`src/rtl/puertas_autotest.sv`:
```
// Self-test sequencer for the puertas gate block: drives the four input vectors,
// checks the seven gate outputs against the truth table and reports the results.
module puertas_autotest #(
  parameter int SETTLE_CYCLES = 1,
  parameter int CNT_W         = 5
) (
  input  logic             i_clk,
  input  logic             i_rst_n,
  input  logic             i_start,
  output logic             o_bit1,
  output logic             o_bit2,
  input  logic             i_and,
  input  logic             i_nand,
  input  logic             i_or,
  input  logic             i_nor,
  input  logic             i_not,
  input  logic             i_xor,
  input  logic             i_xnor,
  output logic             o_busy,
  output logic             o_done,
  output logic             o_pass,
  output logic [CNT_W-1:0] o_err_count,
  output logic [6:0]       o_err_mask,
  output logic [1:0]       o_first_fail,
  output logic             o_first_fail_valid
);

  localparam logic [3:0] SETTLE_LD = 4'(SETTLE_CYCLES);
  localparam bit         NO_SETTLE = (SETTLE_CYCLES == 0);

  typedef enum logic [1:0] {IDLE, SETTLE, CHECK, DONE} state_t;

  state_t           state;
  state_t           state_nxt;
  logic [1:0]       idx;
  logic [3:0]       cnt;
  logic [6:0]       golden;
  logic [6:0]       observed;
  logic [6:0]       mismatch;
  logic [CNT_W-1:0] count_nxt;

  function automatic logic [2:0] popcount7(input logic [6:0] v);
    logic [2:0] s;
    s = '0;
    for (int i = 0; i < 7; i++) s = s + {2'b00, v[i]};
    return s;
  endfunction

  function automatic logic [CNT_W-1:0] sat_add(input logic [CNT_W-1:0] a, input logic [2:0] b);
    logic [CNT_W:0] s;
    s = {1'b0, a} + (CNT_W+1)'(b);
    return s[CNT_W] ? '1 : s[CNT_W-1:0];
  endfunction

  // Bit order matches o_err_mask: [0]and .. [6]xnor
  always_comb begin
    golden   = {~(o_bit1 ^ o_bit2), o_bit1 ^ o_bit2, ~o_bit1, ~(o_bit1 | o_bit2),
                o_bit1 | o_bit2, ~(o_bit1 & o_bit2), o_bit1 & o_bit2};
    observed = {i_xnor, i_xor, i_not, i_nor, i_or, i_nand, i_and};
    mismatch = golden ^ observed;
    count_nxt = sat_add(o_err_count, popcount7(mismatch));
  end

  always_comb begin
    state_nxt = state;
    case (state)
      IDLE:    if (i_start) state_nxt = NO_SETTLE ? CHECK : SETTLE;
      SETTLE:  if (cnt == 4'd1) state_nxt = CHECK;
      CHECK:   if (idx == 2'd3) state_nxt = DONE;
               else state_nxt = NO_SETTLE ? CHECK : SETTLE;
      DONE:    state_nxt = IDLE;
      default: state_nxt = IDLE;
    endcase
  end

  always_ff @(posedge i_clk or negedge i_rst_n) begin
    if (!i_rst_n) state <= IDLE;
    else          state <= state_nxt;
  end

  always_ff @(posedge i_clk or negedge i_rst_n) begin
    if (!i_rst_n) begin
      idx                <= '0;
      cnt                <= '0;
      o_bit1             <= 1'b0;
      o_bit2             <= 1'b0;
      o_busy             <= 1'b0;
      o_done             <= 1'b0;
      o_pass             <= 1'b0;
      o_err_count        <= '0;
      o_err_mask         <= '0;
      o_first_fail       <= '0;
      o_first_fail_valid <= 1'b0;
    end else begin
      o_done <= 1'b0;
      case (state)
        IDLE: begin
          if (i_start) begin
            idx                <= '0;
            cnt                <= SETTLE_LD;
            o_bit1             <= 1'b0;
            o_bit2             <= 1'b0;
            o_busy             <= 1'b1;
            o_pass             <= 1'b0;
            o_err_count        <= '0;
            o_err_mask         <= '0;
            o_first_fail       <= '0;
            o_first_fail_valid <= 1'b0;
          end
        end
        SETTLE: cnt <= cnt - 4'd1;
        CHECK: begin
          o_err_count <= count_nxt;
          o_err_mask  <= o_err_mask | mismatch;
          if ((|mismatch) && !o_first_fail_valid) begin
            o_first_fail       <= {o_bit1, o_bit2};
            o_first_fail_valid <= 1'b1;
          end
          if (idx != 2'd3) begin
            idx              <= idx + 2'd1;
            {o_bit1, o_bit2} <= idx + 2'd1;
            cnt              <= SETTLE_LD;
          end else begin
            o_done <= 1'b1;
            o_pass <= (count_nxt == '0);
          end
        end
        DONE: begin
          o_busy <= 1'b0;
          o_bit1 <= 1'b0;
          o_bit2 <= 1'b0;
        end
        default: ;
      endcase
    end
  end

endmodule

```
`config.mk`:
```
export PLATFORM = sky130hd
export DESIGN_NAME = puertas_autotest
export DESIGN_NICKNAME = d
export VERILOG_FILES = /design/src/rtl/puertas_autotest.sv
export SDC_FILE = /design/constraint.sdc
export NUM_CORES = 1
export LEC_CHECK = 0
export ABC_AREA = 1
export CAP_MARGIN = 20
export CORE_MARGIN = 2
export CORE_UTILIZATION = 48
export CTS_CLUSTER_SIZE = 30
export DETAILED_ROUTE_END_ITERATION = 8
export PLACE_DENSITY = 0.74
export SLEW_MARGIN = 10
export SYNTH_ARGS = -nofsm -noshare
export SYNTH_HDL_FRONTEND = slang
export SYNTH_SLANG_ARGS = --single-unit
```
`constraint.sdc`:
```
create_clock -name i_clk -period 4.5 [get_ports i_clk]
set_clock_uncertainty 0.15 [all_clocks]
set_input_delay 0.9 -clock i_clk [delete_from_list [all_inputs] [get_ports i_clk]]
set_output_delay 0.9 -clock i_clk [all_outputs]
set_load 0.02 [all_outputs]
```
## Yosys cells after proc, flatten, opt, wreduce, memory -nomap -nowiden

Index checks and enable logic that the tools add are counted.

| storage, ports and cells | value |
|---|---|
| register bits after elaboration | 28 |
| latch bits | 0 |
| bits in writable memories | 0 |
| memory bits (read-only) | 0 |
| input bits | 10 |
| memories kept | 0 |

| operators by class | value |
|---|---|
| add/subtract/negate cells | 9 |
| multipliers | 0 |
| div/mod/pow operators | 0 |
| magnitude comparators | 0 |
| eq/ne operators | 11 |
| shift-type cells | 0 |
| mux-type cells | 30 |
| bitwise gates (word level) | 9 |
| reductions and logical operators | 17 |

Operators by type and width:

| kind | count |
|---|---|
| $reduce_and 3->1 | 5 |
| $pmux 7 s2 | 1 |
| $add 3x1->3 | 4 |
| $mux 2 | 6 |
| $ne 2x2->1 const B | 6 |
| $pmux 4 s3 | 1 |
| $mux 5 | 2 |
| $pmux 5 s2 | 1 |
| $mux 1 | 8 |
| $mux 4 | 2 |
| $pmux 2 s2 | 2 |
| $pmux 2 s4 | 1 |
| $mux 7 | 1 |
| $or 7x7->7 | 1 |
| $reduce_or 7->1 | 1 |
| $xor 7x7->7 | 1 |
| $add 5x3->6 | 1 |
| $eq 2x2->1 const B | 3 |
| $pmux 1 s2 | 3 |
| $pmux 1 s3 | 2 |
| $reduce_and 2->1 | 3 |
| $reduce_bool 3->1 | 2 |
| $logic_not 5->1 | 1 |
| $eq 4x1->1 const B | 1 |
| other kinds (13) | 17 |

## Logic depth before layout (Yosys ltp)

| depth | value |
|---|---|
| word-level depth | 14 |
| mapped depth | 22 |

## Least setup slack after synthesis

OpenSTA, ideal clock, no wires.

| timing | value |
|---|---|
| path kind | input-to-reg |
| from | in i_and |
| to | reg o_err_count[4] |
| setup time | 0.128 ns |
| arrival time | 3.684 ns |
| setup slack | 0.537 ns |
| stages on the path | 15 |
| path through | xor2_1 -> fa_1 -> inv_1 -> fa_1 -> fa_1 -> inv_1 -> ha_1 -> inv_1 -> fa_1 -> inv_1 -> nand3_1 -> nand3_1 -> nand2_1 -> nor2_1 -> o22ai_1 |

| between the ends | value |
|---|---|
| longest elaborated chain between the ends | 10 |

Ends and longest elaborated chain:

| item | RTL line | source |
|---|---|---|
| from (decl) | 12 | `input logic i_and,` |
| $xor 7x7->7 | 60 | `mismatch = golden ^ observed;` |
| $add 1x1->2 | 45 | `for (int i = 0; i < 7; i++) s = s + {2'b00, v[i]};` |
| $add 2x1->3 | 45 |  |
| $add 3x1->3 (4 in series) | 45 |  |
| $add 5x3->6 | 51 | `s = {1'b0, a} + (CNT_W+1)'(b);` |
| $mux 5 | 52 | `return s[CNT_W] ? '1 : s[CNT_W-1:0];` |
| $pmux 5 s2 | 96 | `case (state)` |
| to (signal assigned) | 113 | `o_err_count <= count_nxt;` |
| to (decl) | 22 | `output logic [CNT_W-1:0] o_err_count,` |

Every way passes these cells.
A chain may end at the register's enable or synchronous reset.

## Worst setup path in the final report

| timing | value |
|---|---|
| from | in i_and |
| to | reg o_pass |

| between the ends | value |
|---|---|
| longest elaborated chain between the ends | 12 |

Ends and longest elaborated chain:

| item | RTL line | source |
|---|---|---|
| $xor 7x7->7 | 60 |  |
| $add 1x1->2 | 45 |  |
| $add 2x1->3 | 45 |  |
| $add 3x1->3 (4 in series) | 45 |  |
| $add 5x3->6 | 51 |  |
| $mux 5 | 52 |  |
| $logic_not 5->1 | 125 | `o_pass <= (count_nxt == '0);` |
| $mux 1 | 119 | `if (idx != 2'd3) begin` |
| $pmux 1 s2 | 96 |  |
| to (signal assigned) | 125 |  |
| to (decl) | 21 | `output logic o_pass,` |

Every way passes these cells. The select of a mux whose other input is x is not followed.

==> impl_metrics.json <==
{
  "gp_congestion": 0.8303,
  "worstSkewPairLatency_ns": 0.34,
  "slew_violations": 0,
  "synthDistinctLibCells": 22,
  "rsz0062_at_grt": "no",
  "crit_slowest_cell": "clkdlybuf4s50_1",
  "grt_max_degree": 29,
  "track_usage": 0.1975,
  "cpPeakStageDelay_ns": 0.48,
  "area_growth_pct": 24.16,
  "syn_area_mm2": 0.001709,
  "fill_cells": 300,
  "setup_ws_ns": 0.2230,
  "swShare": 0.4682,
  "hold_path_class": "reg2reg",
  "synthesis.nets": 238,
  "core_mm2": 0.003390,
  "final_common_cell": "nand2_1",
  "intPower_uw": 809.7,
  "h-tree-depth": 1,
  "num_rows": 21,
  "setup_viol": 0,
  "clock_power_share": 0.110,
  "drv_cap": 0,
  "fin_area_mm2": 0.002122,
  "crit_type": "in2reg",
  "cts_resized": 0,
  "fin_crit_sh": 0.9505,
  "crit_required_ns": 4.64,
  "timing.hold.ws_ns": 0.3582,
  "worstSetupStartpointType": "input pin",
  "outcome": "finished, final reports clean",
  "place_area_mm2": 0.002069,
  "crit_arrival_ns": 4.42,
  "ir_drop_v": 0.0003188,
  "cts_buffers": 3,
  "avgRoutedWirePerCell_um": 12.27,
  "syn_inst": 212,
  "syn_avg_cell_area_um2": 8.062,
  "multi_input_area_um2": 844.6,
  "gr-total-overflow": 0,
  "worst_pin_slew_ns": 0.3541,
  "grt_pass1_vias": 1365,
  "worstPathCellList": "clkdlybuf4s50_1 > xor2_1 > fa_1 > inv_1 > fa_1 > fa_1 > inv_1 > ha_1 > inv_1 > fa_1 > inv_1 > nand3_1 > nand3_1 > nand2_1 > nor2_1 > nand3_1 > nand2_1",
  "port_buffers": 29,
  "initial_core_util": 0.5042,
  "final_nets": 273,
  "path_clk_slew_ns": 0.15,
  "worstPathMaxFanout": 2,
  "slew_headroom": 0.7639,
  "path_buf_inv": 5,
  "io_pins": 30,
  "yosysWarnings": 0,
  "cts_setup_buffers": 0,
  "cts_root_buf": "clkbuf_4",
  "cts_hold_buffers": 0,
  "synth_seq_area_share": 0.4100,
  "switching_power_uw": 712.8,
  "cts_sinks": 28,
  "pre_cts_ws_ns": -0.09245,
  "grt_pass1_wl_um": 6161,
  "drc_errors": 0,
  "vias": 1465,
  "cts_tree": "done",
  "mostFrequentLayoutCells": "nand2_1, inv_1, clkdlybuf4s50_1, dfrtp_1",
  "pwr-share-comb": 0.629,
  "wl_um": 3583,
  "antenna_cells": 0,
  "critPathTopFamily": "adder cells",
  "hold_viol": 0,
  "dp_cells": 288,
  "drt_iter0_markers": 86,
  "total_power_mw": 1.522,
  "die-area_mm2": 0.004054,
  "fmaxAchievable_ghz": 0.2338,
  "leakage_nw": 1.138,
  "power_frac_seq": 0.261,
  "dp.final_hpwl_um": 2775,
  "die_h_um": 63.67,
  "final_cell_count_no_fill": 292,
  "antenna_found_initial": 0,
  "clk_path_buf_depth": 2,
  "power_density_mw_per_mm2": 717.5,
  "final_antenna_net_count": 0,
  "ys_seq_elements": 28,
  "die_x_um": 63.67,
  "viasPerCell": 5.017,
  "drt_pass1_iterations": 4,
  "drive_above_1_share": 0.08943,
  "min_period_ns": 4.277,
  "critPathCaptureType": "register",
  "regArea_um2": 700.7
}
## cells by family (layout without fill, tap and decap cells)
| kind of cell | count (synthesis) | after routing | synth area share |
|---|---|---|---|
| buf+inv | 43 | 77 | 0.09590 |
| compound gates | 26 | 26 | 0.08491 |
| flops | 28 | 28 | 0.4100 |
| fa+ha+maj | 16 | 16 | 0.1347 |
| simple gates | 96 | 96 | 0.2592 |
| xor+xnor | 3 | 3 | 0.01538 |
## stage by stage
| stage | util | setup TNS, ns |
|---|---|---|
| after floorplan | - | 0 |
| after global placement | 0.6106 | 0 |
| after detailed placement | 0.6106 | -0.1932 |
| after CTS | 0.6261 | 0 |
| after global routing | 0.6261 | 0 |
| final | 0.6261 | 0 |
## power groups by stage
stage,clock (mW),combinational (mW),sequential (mW)
global placement,0,0.919,0.401
global route,0.182,1.09,0.409
detailed placement,0,0.953,0.404
floorplan,0,0.602,0.459
finish,0.167,0.957,0.398
CTS,0.172,0.959,0.399
## layout make-up
type,instances,share of cell area
clock inverter,1,0.01415
timing repair buffer,32,0.1474
inverter,41,0.07252
multi-input combinational,141,0.3980
sequential,28,0.3302
tap,46,0.02712
clock buffer,3,0.01061
## routing by layer
metal  wire length, µm  vias to the layer above  GRT usage
met5                 0                        -          0
met2              1667                       39     0.3250
li1                  -                      730          -
met1              1674                      690     0.2569
met4                58                        0    0.06250
met3               182                        6    0.04643
## path summary, 6_finish.rpt
check | from | to | slack, ns | depth (start not counted)
max | i_and | o_pass | 0.22 | 17
min | o_busy | o_busy | 0.36 | 2
max reg2reg | o_bit1 | o_pass | 0.39 | 21
min reg2reg | o_busy | o_busy | 0.36 | 2
max in group asynchronous | i_rst_n | o_err_mask[1] | 3.18 | 2
min in group asynchronous | i_rst_n | o_err_mask[5] | 0.76 | 2
## flip-flops by register name, indices dropped and copies added, names as in the netlist
name / flops
cnt: 4
idx: 2
o_bit1: 1
o_bit2: 1
o_busy: 1
o_done: 1
o_err_count: 5
o_err_mask: 7
o_first_fail: 2
o_first_fail_valid: 1
o_pass: 1
state: 2
## cells in the mapped netlist (all sizes together)
cell type	count	area, µm²
nand2	63	261.5
inv	41	153.9
dfrtp	28	700.7
nor2	16	77.58
nand3	13	65.06
ha	12	150.1
o21ai	11	55.05
a21oi	7	35.03
fa	4	80.08
o21a	4	30.03
o22ai	4	25.02
nand4	3	18.77
buf	2	10.01
xor2	2	17.52
nand3b	1	20.02
xnor2	1	8.760
## worst min-delay path, cell delays in order, from the launching register on
cell	delay (ns)
dfrtp_1	0.38
nand2_1	0.05
nand2_1	0.05
Power figures use the tool's default switching activity.
